**src/rtl/m68k_bus_pkg.sv**
```systemverilog
// Shared definitions for the M68K bus slave front-end.
//   state_e                 : bus-cycle sequencer states
//   FC_IACK                 : CPU function code of an interrupt-acknowledge cycle
//   BE_UPPER / BE_LOWER     : bit positions inside the 2-bit byte-enable vector
//   DEFAULT_TIMEOUT_CYCLES  : default target response budget in clk cycles
package m68k_bus_pkg;

  typedef enum logic [1:0] {
    StIdle,
    StReq,
    StTerm,
    StIgnore
  } state_e;

  localparam logic [2:0] FC_IACK = 3'b111;

  localparam int unsigned BE_UPPER = 1;
  localparam int unsigned BE_LOWER = 0;

  localparam int unsigned DEFAULT_TIMEOUT_CYCLES = 255;

endpackage

```
**src/rtl/m68k_sync.sv**
```systemverilog
// Single-bit flop-chain synchronizer for an asynchronous strobe.
//   clk     : destination clock
//   rst     : synchronous reset, active-high; loads every stage with rst_val
//   rst_val : value held by all stages while in reset (inactive strobe level)
//   d       : asynchronous input
//   q       : synchronized output (last stage)
module m68k_sync #(
  parameter int unsigned STAGES = 2
) (
  input  logic clk,
  input  logic rst,
  input  logic rst_val,
  input  logic d,
  output logic q
);

  logic [STAGES-1:0] chain_q;

  always_ff @(posedge clk) begin
    if (rst) begin
      chain_q <= {STAGES{rst_val}};
    end else begin
      chain_q <= {chain_q[STAGES-2:0], d};
    end
  end

  assign q = chain_q[STAGES-1];

endmodule

```
**src/rtl/m68k_bus_slave.sv**
```systemverilog
// M68K asynchronous bus to internal request/ack target bridge.
// One internal request is issued per address-strobe assertion; the CPU cycle is
// terminated with dtack_n on ack, or berr_n on target error / response timeout.
//   clk, rst             : system clock, synchronous active-high reset
//   cpu_fc, cpu_addr     : CPU function code and word address (A23..A1)
//   cpu_data_in          : CPU write data
//   cpu_data_out/_oe     : read data and tristate enable toward the CPU bus
//   as_n, wr*_n, rd*_n   : asynchronous address strobe and byte read/write strobes
//   dtack_n, berr_n      : cycle termination back to the CPU
//   req, req_we, req_be  : internal request (level), direction, byte enables
//   req_addr, req_wdata  : latched address and write data
//   ack, err, rdata      : target completion pulse, error pulse, read data
module m68k_bus_slave
  import m68k_bus_pkg::*;
#(
  parameter int unsigned TIMEOUT_CYCLES = DEFAULT_TIMEOUT_CYCLES,
  parameter int unsigned SYNC_STAGES    = 2
) (
  input  logic        clk,
  input  logic        rst,
  input  logic [2:0]  cpu_fc,
  input  logic [22:0] cpu_addr,
  input  logic [15:0] cpu_data_in,
  output logic [15:0] cpu_data_out,
  output logic        cpu_data_oe,
  input  logic        as_n,
  input  logic        wrh_n,
  input  logic        wrl_n,
  input  logic        rdh_n,
  input  logic        rdl_n,
  output logic        dtack_n,
  output logic        berr_n,
  output logic        req,
  output logic        req_we,
  output logic [1:0]  req_be,
  output logic [22:0] req_addr,
  output logic [15:0] req_wdata,
  input  logic        ack,
  input  logic        err,
  input  logic [15:0] rdata
);

  localparam logic [15:0] TIMEOUT_LAST = 16'(TIMEOUT_CYCLES - 1);

  // Synchronized strobes, order {as, wrh, wrl, rdh, rdl}.
  logic [4:0] strobe_n;
  logic [4:0] strobe_s;
  logic       as_s, wrh_s, wrl_s, rdh_s, rdl_s;

  assign strobe_n = {as_n, wrh_n, wrl_n, rdh_n, rdl_n};

  for (genvar i = 0; i < 5; i++) begin : g_sync
    m68k_sync #(
      .STAGES (SYNC_STAGES)
    ) u_sync (
      .clk     (clk),
      .rst     (rst),
      .rst_val (1'b1),
      .d       (strobe_n[i]),
      .q       (strobe_s[i])
    );
  end

  assign {as_s, wrh_s, wrl_s, rdh_s, rdl_s} = strobe_s;

  // Start decode. Any write strobe makes it a write, even with read strobes low.
  logic       wr_any, rd_any, start;
  logic [1:0] start_be;

  assign wr_any = ~wrh_s | ~wrl_s;
  assign rd_any = ~rdh_s | ~rdl_s;
  assign start  = ~as_s & (wr_any | rd_any);

  always_comb begin
    start_be = '0;
    if (wr_any) begin
      start_be[BE_UPPER] = ~wrh_s;
      start_be[BE_LOWER] = ~wrl_s;
    end else begin
      start_be[BE_UPPER] = ~rdh_s;
      start_be[BE_LOWER] = ~rdl_s;
    end
  end

  state_e      state_q, state_d;
  logic [15:0] cnt_q, cnt_d;
  logic        dtack_n_q, dtack_n_d;
  logic        berr_n_q, berr_n_d;
  logic        req_q, req_d;
  logic        req_we_q, req_we_d;
  logic [1:0]  req_be_q, req_be_d;
  logic [22:0] req_addr_q, req_addr_d;
  logic [15:0] req_wdata_q, req_wdata_d;
  logic [15:0] data_out_q, data_out_d;
  logic        data_oe_q, data_oe_d;

  always_ff @(posedge clk) begin
    if (rst) begin
      state_q     <= StIdle;
      cnt_q       <= '0;
      dtack_n_q   <= 1'b1;
      berr_n_q    <= 1'b1;
      req_q       <= 1'b0;
      req_we_q    <= 1'b0;
      req_be_q    <= '0;
      req_addr_q  <= '0;
      req_wdata_q <= '0;
      data_out_q  <= '0;
      data_oe_q   <= 1'b0;
    end else begin
      state_q     <= state_d;
      cnt_q       <= cnt_d;
      dtack_n_q   <= dtack_n_d;
      berr_n_q    <= berr_n_d;
      req_q       <= req_d;
      req_we_q    <= req_we_d;
      req_be_q    <= req_be_d;
      req_addr_q  <= req_addr_d;
      req_wdata_q <= req_wdata_d;
      data_out_q  <= data_out_d;
      data_oe_q   <= data_oe_d;
    end
  end

  always_comb begin
    state_d     = state_q;
    cnt_d       = cnt_q;
    dtack_n_d   = dtack_n_q;
    berr_n_d    = berr_n_q;
    req_d       = req_q;
    req_we_d    = req_we_q;
    req_be_d    = req_be_q;
    req_addr_d  = req_addr_q;
    req_wdata_d = req_wdata_q;
    data_out_d  = data_out_q;
    data_oe_d   = data_oe_q;

    case (state_q)
      StIdle: begin
        if (start) begin
          if (cpu_fc == FC_IACK) begin
            state_d = StIgnore;
          end else begin
            req_addr_d  = cpu_addr;
            req_wdata_d = cpu_data_in;
            req_we_d    = wr_any;
            req_be_d    = start_be;
            req_d       = 1'b1;
            cnt_d       = '0;
            state_d     = StReq;
          end
        end
      end

      StReq: begin
        cnt_d = cnt_q + 16'd1;
        // A CPU that already dropped AS is no longer waiting; never terminate
        // a cycle it has abandoned.
        if (as_s) begin
          req_d   = 1'b0;
          state_d = StIdle;
        end else if (ack) begin
          req_d     = 1'b0;
          dtack_n_d = 1'b0;
          if (!req_we_q) begin
            data_out_d = rdata;
            data_oe_d  = 1'b1;
          end
          state_d = StTerm;
        end else if (err || (cnt_q == TIMEOUT_LAST)) begin
          req_d    = 1'b0;
          berr_n_d = 1'b0;
          state_d  = StTerm;
        end
      end

      StTerm: begin
        if (as_s) begin
          dtack_n_d = 1'b1;
          berr_n_d  = 1'b1;
          data_oe_d = 1'b0;
          state_d   = StIdle;
        end
      end

      StIgnore: begin
        if (as_s) begin
          state_d = StIdle;
        end
      end

      default: state_d = StIdle;
    endcase
  end

  assign dtack_n      = dtack_n_q;
  assign berr_n       = berr_n_q;
  assign req          = req_q;
  assign req_we       = req_we_q;
  assign req_be       = req_be_q;
  assign req_addr     = req_addr_q;
  assign req_wdata    = req_wdata_q;
  assign cpu_data_out = data_out_q;
  assign cpu_data_oe  = data_oe_q;

endmodule
```
**config.mk**
```make
export PLATFORM = sky130hd
export DESIGN_NAME = m68k_bus_slave
export DESIGN_NICKNAME = d
export VERILOG_FILES = /design/src/rtl/m68k_bus_pkg.sv /design/src/rtl/m68k_sync.sv /design/src/rtl/m68k_bus_slave.sv
export SDC_FILE = /design/constraint.sdc
export NUM_CORES = 1
export LEC_CHECK = 0
export CORE_MARGIN = 2
export CORE_UTILIZATION = 45
export DETAILED_ROUTE_END_ITERATION = 16
export PLACE_DENSITY = 0.9
export SETUP_SLACK_MARGIN = 0.1
export SYNTH_ARGS = -nofsm -noshare
export SYNTH_HDL_FRONTEND = slang
export SYNTH_SLANG_ARGS = --single-unit
```
**constraint.sdc**
```tcl
create_clock -name clk -period 3.2 [get_ports clk]
set_clock_uncertainty 0.2 [all_clocks]
set_input_delay 0.48 -clock clk [delete_from_list [all_inputs] [get_ports clk]]
set_output_delay 0.48 -clock clk [all_outputs]
set_load 0.03 [all_outputs]
```
======== Word-level counts from Yosys, hierarchy flattened ========
Cells that the tools add are included.
word-level totals
  ROM bits ................................ 0
  word-level logic and storage cells ...... 85
  bits in latches ......................... 0
  output and inout bits ................... 62
  RAM bits ................................ 0
  flip-flop bits (word level) ............. 90
  memories ................................ 0
  input bits .............................. 67
operators by class
  magnitude comparators ................... 0
  divide/modulo/power cells ............... 0
  multiply operators ...................... 0
  muxes and demuxes ....................... 29
  equal/unequal tests ..................... 15
  add/sub/neg operators ................... 1
  shifts and indexed selects .............. 0
  reduce and logical (&&, ||, !) cells .... 13
  bitwise operators ....................... 11
operator list
  cell                     number
  $mux W16                 2
  $pmux W16 S2             1
  $add A16 B1 Y16 const B  1
  $eq A16 B8 Y1 const B    1
  $mux W1                  14
  $mux W2                  7
  $ne A2 B2 Y1 const B     7
  $reduce_and A4 Y1        3
  $reduce_and A5 Y1        2
  $reduce_and A3 Y1        3
  $pmux W1 S2              4
  $not A1 Y1               7
  $pmux W2 S3              1
  $eq A2 B2 Y1 const B     2
  $ne A2 B1 Y1 const B     2
  $ne A4 B3 Y1 const B     1
  $reduce_bool A2 Y1       2
  $eq A3 B3 Y1 const B     1
  $or A1 B1 Y1             3
  $eq A2 B1 Y1 const B     1
  $logic_not A2 Y1         1
  $reduce_or A2 Y1         1
  $and A1 B1 Y1            1
  $logic_or A1 B1 Y1       1

======== Depth between registers and ports, before layout ========
Gate-level depths: netlist (run 1).
  word-level depth ........................ 6
  gate-level depth with buffers ........... 8
  depth with buffers taken out ............ 6

======== Modules after synthesis ========
Synthesis (run 1) repeated with hierarchy kept, for this count alone.
second synthesis, totals
  cell total of the unflattened synthesis .. 410
  area total of the unflattened synthesis .. 3457.1 µm²
modules (own cells, without submodules)
  module          instances  area an instance (µm²)  cells each
  m68k_bus_slave  1          3144.3                  390
  m68k_sync       5          62.6                    4

======== Least setup slack after synthesis (run 1) ========
Ideal clock, no wire load.
  path type ............................... reg2reg
  start ................................... register state_q[0]
  end ..................................... register cnt_q[14]
  setup time .............................. 0.070 ns
  required time ........................... 2.930 ns
  arrival time ............................ 1.628 ns
  buffers on the path ..................... 1
  slack ................................... 1.303 ns
  cell stages (with the launch flop) ...... 8
  cell sequence ........................... dfxtp_1 > inv_1 > ha_1 > buf_2 > nor2b_1 > a32oi_1 > or4_1 > a21oi_1
between the ends
  word-level cells in the longest chain between the ends .. 3
  elaborated cells between the ends (all ways) .. 7
RTL lines
  what                                                                 RTL line               text
  start, declared                                                      m68k_bus_slave.sv:85   state_e state_q, state_d;
  start signal, assigned                                               m68k_bus_slave.sv:99   state_q <= StIdle;
  start signal, assigned                                               m68k_bus_slave.sv:111  state_q <= state_d;
  $eq A2 B1 Y1 or $logic_not A2 Y1 (tied branches)                     m68k_bus_slave.sv:138  case (state_q)
  $reduce_bool A2 Y1 (no source line) or $ne A2 B2 Y1 (tied branches)  --
  $reduce_and A3 Y1 (no source line)                                   --
  end signal, assigned                                                 m68k_bus_slave.sv:112  cnt_q <= cnt_d;
  end, declared                                                        m68k_bus_slave.sv:86   logic [15:0] cnt_q, cnt_d;
Several ways; a longest one is shown, not always the timed one.
A chain may end at the register's enable or synchronous reset.

======== Worst setup path after layout (run 1) ========
Same ends and word-level chain as after synthesis.

==> results of run 1 <==
==> cells in the mapped netlist (2+ instances only) <==
library cell / instances
o21ai_0: 15
or3_1: 9
or2_2: 10
buf_2: 13
nor3_1: 2
nand2b_1: 4
and4_1: 3
nand2_1: 120
a31oi_1: 2
nand3_1: 11
a311oi_1: 4
nor2_1: 9
a32oi_1: 2
o31ai_1: 3
dfxtp_1: 90
nand4_1: 3
ha_1: 6
a21oi_1: 73
inv_1: 11
clkbuf_1: 11
mux2i_1: 4
or4_1: 4
and3_1: 2
==> logic make-up (layout without fill, tap and decap cells) <==
group | count (synthesis) | in the layout
AND/OR/NAND/NOR | 184 | 184
AO/OA/AOI/OAI | 105 | 105
flip-flops | 90 | 90
buffers and inverters | 37 | 161
adder cells (fa/ha/maj) | 6 | 6
multiplexers | 4 | 4
XOR/XNOR | 1 | 1
==> worst reg2reg max path, cell delays in order (launching register included) <==
cell	delay (ns)
dfxtp_1	0.35
inv_1	0.11
ha_1	0.39
and2_1	0.20
a32oi_1	0.10
buf_4	0.21
or4_1	0.53
a21oi_1	0.16
==> flip-flops by register name (all words and copies together), names as in the netlist <==
signal                 cells
req_addr                  23
cnt_q                     16
cpu_data_out              16
req_wdata                 16
g_sync.u_sync.chain_q     10
req_be                     2
state_q                    2
berr_n                     1
cpu_data_oe                1
dtack_n                    1
req                        1
req_we                     1
==> power groups by stage <==
stage,combinational [W],sequential [W],clock (W)
after floorplan,0.000152,0.00125,0
after global placement,0.000350,0.00120,0
after detailed placement,0.000362,0.00121,0
after CTS,0.000365,0.00118,0.000692
after global routing,0.000396,0.00118,0.000739
final,0.000365,0.00118,0.000676
==> path summary, 6_finish.rpt <==
path                                                   from                     endpoint  depth (start not counted)  slack (ns)
worst max register to register                   state_q[0]                    cnt_q[14]                          7        0.88
worst min register to register  g_sync[4].u_sync.chain_q[0]  g_sync[4].u_sync.chain_q[1]                          1        0.21
worst max-delay path                             state_q[0]                    cnt_q[14]                          7        0.88
worst min-delay path            g_sync[4].u_sync.chain_q[0]  g_sync[4].u_sync.chain_q[1]                          1        0.21
==> layout make-up <==
class	instances	share of cell area, %
Inverter	11	0.8213
Tap cell	102	2.539
Clock inverter	7	0.9209
Multi-Input combinational cell	300	30.64
Clock buffer	9	2.464
Sequential cell	90	35.84
Timing Repair Buffer	134	26.78
==> per-layer routing <==
metal	GRT usage, %	vias up	wire length (um)
met1	23.62	1532	3645
met3	6.184	15	689
met5	0	-	0
met4	9.453	0	176
met2	38.79	120	4582
li1	-	1686	-
==> through the flow <==
step           util [%]  power, W  hold slack, ns
4_1_cts           65.74  0.002237          0.2139
3_5_place_dp      63.51  0.001568          0.1937
5_1_grt           65.74  0.002320          0.2332
2_1_floorplan         -  0.001400          0.1895
3_3_place_gp      63.51  0.001553          0.1917
6_report          65.74  0.002220          0.2140
==> impl_metrics.toml, run 1 <==
[yosys]
syn_avg_cell_area_um2 = 8.216
syn_nets = 500
synth_area_mm2 = 0.003508
synth-simple-area-share_pct = 23.93
synthDominantAreaCellType = "dfxtp_1"
syn_inst = 427
synth-compound-area-share_pct = 16.44
synth_area_leaders = "dfxtp_1 51%, nand2_1 13%, a21oi_1 10%, ha_1 2.1%, o21ai_0 2.1%"
synth_warnings = 0
synth_top_family_by_area = "simple AND/OR/NAND/NOR gates"
synthMuxAreaShare_pct = 1.141
synth_edf_count = 0
yosysTopAreaCellShare_pct = 51.36
synth_async_sr_flop_share_pct = 0
ys.flop_type = "dfxtp_1"
synthAdderAreaFrac_pct = 2.140
synthXorXnorAreaFrac_pct = 0.2496
seq_area_frac_synth_pct = 51.36
synth_cell_types = 39
synth-seq-cells = 90

[route]
drtAntennaViolNets = 0
routed_wire_length_per_instance_um = 13.93
first_iter_violations = 122
viasPerCell = 5.135
num_vias = 3353
wirelength_um = 9094
dr.pass1.iters = 4
drc = 0

[power]
p_sw_w = 0.0006114
p_int_w = 0.001609
power.share.clock_pct = 30.4
comb_power_share_pct = 16.4
ir_drop_mv = 0.3513
seqPwrFrac_pct = 53.1
switching_share_pct = 27.54
power_leakage_nw = 1.686
power.density_mw_per_mm2 = 441.6

[timing]
finalSetupTns_ns = 0
rsz0062_at_grt = "false"
post-route-min-period_ns = 2.319
slew_headroom_pct = 61.88
finalCritPeriodShare_pct = 72.46
hold_viol_final = 0
max_clock_freq_mhz = 431.3
setup_ws_ns = 0.8812
worstMarginPinSlew_ns = 0.5717
slew_viol_final = 0
finalSetupViolCount = 0

[finish]
final_cell_count_no_fill = 653
multi_input_area_mm2 = 0.001540
drive_above_1_share_pct = 6.171
postLayoutCellArea_mm2 = 0.005027
mostFrequentLayoutCell = "clkdlybuf4s50_1"
fill_cells = 654
diodes = 0
layout_common_cells = "127 x clkdlybuf4s50_1, 120 x nand2_1, 90 x dfxtp_1, 73 x a21oi_1, 15 x o21ai_0"
regArea_mm2 = 0.001802
fin_nets = 619
area_growth_pct = 43.30

[global_route]
grt_usage_pct = 21.58
antenna_found_initial = 0
grt_pass1_wl_um = 14790
grt_pass1_vias = 3282
overflow = 0
grt_max_degree = 48

[critical_path]
cp_data_required_time_ns = 3.28
end_kind = "flop"
crit_arrival_ns = 2.40
crit_chain = "inv_1 -> ha_1 -> and2_1 -> a32oi_1 -> buf_4 -> or4_1 -> a21oi_1"
start_kind = "flop"
max_stage_delay_ns = 0.53
path_max_fanout = 13
critPathKind = "flop to flop"
crit_family = "simple AND/OR/NAND/NOR gates"
path_buf_inv = 2
cp_slowest_cell = "or4_1"

[place]
gp_congestion = 0.8287
place_inst = 637
io_buffers = 128
hpwl_um = 6546
pre_cts_ws_ns = 0.7910
place_area_mm2 = 0.004857

[cts]
hold_buffers = 0
postCtsResizedCells = 0
clk_path_buf_depth = 2
cts_tree = "done"
cts.sinks = 90
numCtsBuffers = 9
postCtsSetupRepairBufs = 0
clock_latency_ns = 0.35
cts_root_buffer = "clkbuf_8"
htreeDepth = 3
clk_pin_slew_ns = 0.08

[floorplanning]
die_y_um = 92.30
fp-row-count = 32
ios = 129
core_area_mm2 = 0.007647
initial_core_util_pct = 45.88
die_area_mm2 = 0.008518
die_w_um = 92.30

[run]
drv_cap = 0

[min_path]
hold_path_class = "flop to flop"

[run_status]
outcome = "complete, no violations"
No activity file was read; power rests on OpenSTA's default activity.
==> run 2, diff against run 1 <==
- CORE_UTILIZATION: 45 -> 44
- PLACE_DENSITY: 0.9 -> 0.88
- clock period: 3.2 -> 2.4 ns (I/O delays scaled with it)
==> impl_metrics.toml, run 2 (synthesized netlist as in run 1, its figures left out) <==
[floorplanning]
die_area_mm2 = 0.008704
core_area_mm2 = 0.007727
die_w_um = 93.30
fp-row-count = 32
ios = 129
initial_core_util_pct = 45.40
die_y_um = 93.30

[cts]
hold_buffers = 0
clock_latency_ns = 0.34
cts_tree = "done"
cts.sinks = 90
htreeDepth = 3
cts_root_buffer = "clkbuf_8"
numCtsBuffers = 9
clk_pin_slew_ns = 0.09
clk_path_buf_depth = 2

[route]
m1WireLength_um = 3698
viasPerCell = 5.237
wl_met2_um = 4664
routed_wire_length_per_instance_um = 14.03
dr.pass1.iters = 7
drtAntennaViolNets = 0
wirelength_um = 9247
num_vias = 3451
first_iter_violations = 150
dr_wl_met3_um = 712
drc = 0
topRoutingLayerUsed = "met4"

[finish]
mostFrequentLayoutCell = "clkdlybuf4s50_1"
fin_nets = 625
diodes = 0
layout_common_cells = "127 x clkdlybuf4s50_1, 120 x nand2_1, 90 x dfxtp_1, 73 x a21oi_1, 15 x o21ai_0"
final_cell_count_no_fill = 659
largest_reg_flops = 23
drive_above_1_share_pct = 7.181
area_growth_pct = 45.11

[global_route]
overflow = 0
grt_pass1_wl_um = 14630
grt_max_degree = 35
antenna_found_initial = 0
grt_pass1_vias = 3211
grt_usage_pct = 20.84

[place]
hpwl_um = 6626
place_inst = 643
io_buffers = 128
gp_congestion = 0.8434

[critical_path]
cp_data_required_time_ns = 2.48
end_kind = "flop"
path_max_fanout = 11
crit_arrival_ns = 2.20
start_kind = "flop"
critPathKind = "flop to flop"

[timing]
rsz0062_at_grt = "false"
hold_viol_final = 0
max_clock_freq_mhz = 471.6
worstMarginPinSlew_ns = 0.5455
finalCritPeriodShare_pct = 88.36
slew_headroom_pct = 63.63
finalSetupTns_ns = 0
finalSetupViolCount = 0
slew_viol_final = 0
post-route-min-period_ns = 2.121

[min_path]
hold_path_class = "flop to flop"

[power]
ir_drop_mv = 0.3040
power.density_mw_per_mm2 = 606.0
power_leakage_nw = 1.726

[run]
drv_cap = 0

[run_status]
outcome = "complete, no violations"
[run 2: final cells by class]
cell class	count	area, um2
clock buffer	12	145.1
clock inverter	4	51.30
fill	630	2636
inverter	11	41.29
multi-input combinational	300	1545
sequential	90	1802
tap	102	127.6
timing repair buffer	140	1379
[run 2: timing repair]
item,4_1_cts,5_1_grt
resized for setup,0,2
setup buffers,0,0
endpoints found under the setup margin,0,3
endpoints found under the hold margin,0,0
[run 2: final timing paths]
path | start | end | slack [ns] | cells past startpoint
worst max-delay path | state_q[0] | cnt_q[14] | 0.28 | 6
worst min-delay path | g_sync[4].u_sync.chain_q[0] | g_sync[4].u_sync.chain_q[1] | 0.22 | 1
worst max register to register | state_q[0] | cnt_q[14] | 0.28 | 6
worst min register to register | g_sync[4].u_sync.chain_q[0] | g_sync[4].u_sync.chain_q[1] | 0.22 | 1
[run 2: routing by layer]
layer  track usage, %  vias to the layer above
met5                0                        -
met1            24.39                     1602
li1                 -                     1694
met2            36.75                      141
met4            7.353                        0
met3            5.318                       14
[run 2: power by group]
part | switching (W) | leakage (nW) | internal (W)
clock network | 0.000507 | 0.0966 | 0.000512
registers | 0.0000321 | 0.729 | 0.00154
logic | 0.000252 | 0.901 | 0.000242
total | 0.000791 | 1.73 | 0.00229
[run 2: worst max-delay path, stage by stage (launching register included)]
cell and delay (ns):
dfxtp_1 0.35, inv_1 0.10, ha_2 0.30, and2_1 0.16, a32oi_1 0.20, or4_1 0.59, a21oi_1 0.16
[run 2: through the flow]
step | util, % | instance area, um2 | total power (W) | hold WS (ns) | setup slack [ns]
floorplan | - | 3508 | 0.001866 | 0.1895 | 0.5027
global placement | 63.28 | 4890 | 0.002074 | 0.1919 | 0.2119
detailed placement | 63.28 | 4890 | 0.002090 | 0.1966 | 0.1649
CTS | 65.82 | 5086 | 0.003092 | 0.2174 | 0.2177
global route | 65.88 | 5091 | 0.003204 | 0.2259 | 0.1901
finish | 65.88 | 5091 | 0.003085 | 0.2151 | 0.2794
==> run 3, diff against run 2 <==
- CTS_CLUSTER_DIAMETER: unset -> 50
- PLACE_DENSITY: 0.88 -> 0.89
- SLEW_MARGIN: unset -> 20
- SYNTH_HIERARCHICAL: unset -> 1
==> impl_metrics.toml, run 3 <==
[yosys]
yosysTopAreaCellShare_pct = 52.12
ys.flop_type = "dfxtp_1"
seq_area_frac_synth_pct = 52.12
synth_area_mm2 = 0.003457
synth_edf_count = 0
synth_async_sr_flop_share_pct = 0
synthDominantAreaCellType = "dfxtp_1"
synth_common_cells = "119 x nand2_1, 90 x dfxtp_1, 75 x a21oi_1"
synth_cell_types = 41
synth_area_leaders = "dfxtp_1 52%, nand2_1 13%, a21oi_1 11%, mux2_2 3.3%, clkbuf_1 2.2%"
synth_warnings = 6
syn_avg_cell_area_um2 = 8.432
syn_inst = 410
synth-seq-cells = 90
synth.most_common_cell = "nand2_1"

[finish]
postLayoutCellArea_mm2 = 0.005137
drive_above_1_share_pct = 7.985
fin_nets = 615
diodes = 0
largest_reg_flops = 23
layout_common_cells = "127 x clkdlybuf4s50_1, 119 x nand2_1, 89 x dfxtp_1, 75 x a21oi_1, 12 x buf_4"
fill_cells = 626
utilization_pct = 66.83
mostFrequentLayoutCell = "clkdlybuf4s50_1"
area_growth_pct = 48.61

[global_route]
grt_pass1_vias = 3306
grt_usage_pct = 21.47
overflow = 0
antenna_found_initial = 0
grt_max_degree = 41
grt_pass1_wl_um = 15010

[cts]
postCtsResizedCells = 0
hold_buffers = 0
htreeDepth = 3
cts_tree = "done"
cts_root_buffer = "clkbuf_8"
clk_path_buf_depth = 2
cts.sinks = 90
clk_pin_slew_ns = 0.08
numCtsBuffers = 9
clock_latency_ns = 0.34
postCtsSetupRepairBufs = 0

[timing]
hold_ws_ns = 0.2240
max_clock_freq_mhz = 459.4
hold_viol_final = 0
finalSetupViolCount = 0
finalCritPeriodShare_pct = 90.70
worstMarginPinSlew_ns = 0.5752
rsz0062_at_grt = "false"
slew_viol_final = 0
post-route-min-period_ns = 2.177
slew_headroom_pct = 61.65

[critical_path]
start_kind = "primary input"
max_stage_delay_ns = 0.42
path_max_fanout = 23
crit_chain = "clkdlybuf4s50_1 -> and4b_1 -> a2111o_1 -> buf_4 -> buf_4 -> o41ai_1 -> a21oi_1"
path_buf_inv = 3
critPathMostFrequentCell = "buf_4"
crit_arrival_ns = 2.18
cp_slowest_cell = "clkdlybuf4s50_1"
cp_data_required_time_ns = 2.40
end_kind = "flop"
critPathKind = "primary input to flop"
crit_family = "compound AO/OA/AOI/OAI gates"

[place]
place_area_mm2 = 0.004917
gp_congestion = 0.7876
io_buffers = 128
hpwl_um = 6507

[route]
drc = 0
drtAntennaViolNets = 0
wirelength_um = 8998
routed_wire_length_per_instance_um = 13.78
viasPerCell = 5.129
num_vias = 3349
first_iter_violations = 216
dr.pass1.iters = 4

[floorplanning]
fp-row-count = 32
ios = 129
core_area_mm2 = 0.007687
initial_core_util_pct = 44.97
die_y_um = 92.64
die_area_mm2 = 0.008582
die_w_um = 92.64

[power]
power_leakage_nw = 1.820
power.density_mw_per_mm2 = 676.8
total_power_w = 0.003477
ir_drop_mv = 0.4764

[run]
drv_cap = 0

[run_status]
outcome = "complete, no violations"

[min_path]
hold_path_class = "primary input to flop"
## run 3: per-stage QoR
step	std cells	setup slack [ns]	TNS (ns)
6_report	653	0.2232	0
3_3_place_gp	637	-0.02274	-0.08148
2_1_floorplan	419	0.4529	0
3_5_place_dp	637	-0.1002	-0.5092
5_1_grt	653	0.1287	0
4_1_cts	653	0.2158	0
## run 3: layout make-up
class                   count  area (um2)  share of cell area (%)
clock inverters             5       77.57                   1.510
multi-input cells         298        1563                   30.42
well taps                 102       127.6                   2.484
clock buffers              11       141.4                   2.752
flip-flops and latches     90        1803                   35.09
repair buffers            142        1406                   27.37
inverters                   5       18.77                  0.3653
## run 3: kinds of logic (layout without fill, tap and decap cells)
group                    Yosys count  after routing  share of synthesized area (%)
other                              1             10                         0.1085
AO/OA/AOI/OAI                    102            102                          16.72
adder cells (fa/ha/maj)            2              2                         0.7237
flip-flops                        90             90                          52.12
multiplexers                      10             10                          3.257
buffers and inverters             31            163                          3.800
AND/OR/NAND/NOR                  174            174                          23.27
## run 3: layer usage
| metal | track usage (%) | vias up | wire length, um |
|---|---|---|---|
| met3 | 5.614 | 12 | 718 |
| li1 | - | 1676 | - |
| met2 | 37.71 | 122 | 4522 |
| met1 | 25.66 | 1539 | 3640 |
| met5 | 0 | - | 0 |
| met4 | 6.740 | 0 | 117 |
## run 3: power breakdown
group / switching, W / leakage (nW) / internal, W
registers: 0.0000560 / 0.737 / 0.00159
logic: 0.000386 / 0.974 / 0.000332
clock network: 0.000505 / 0.109 / 0.000612
total: 0.000948 / 1.82 / 0.00253
## run 3: worst paths after layout
check                         from          endpoint  slack, ns  cells after the start
hold reg to reg   cpu_data_out[14]  cpu_data_out[14]       0.26                      2
setup reg to reg        state_q[0]         cnt_q[10]       0.26                      6
setup / recovery         cpu_fc[2]         cnt_q[10]       0.22                      7
hold / removal                 rst        state_q[1]       0.22                      2
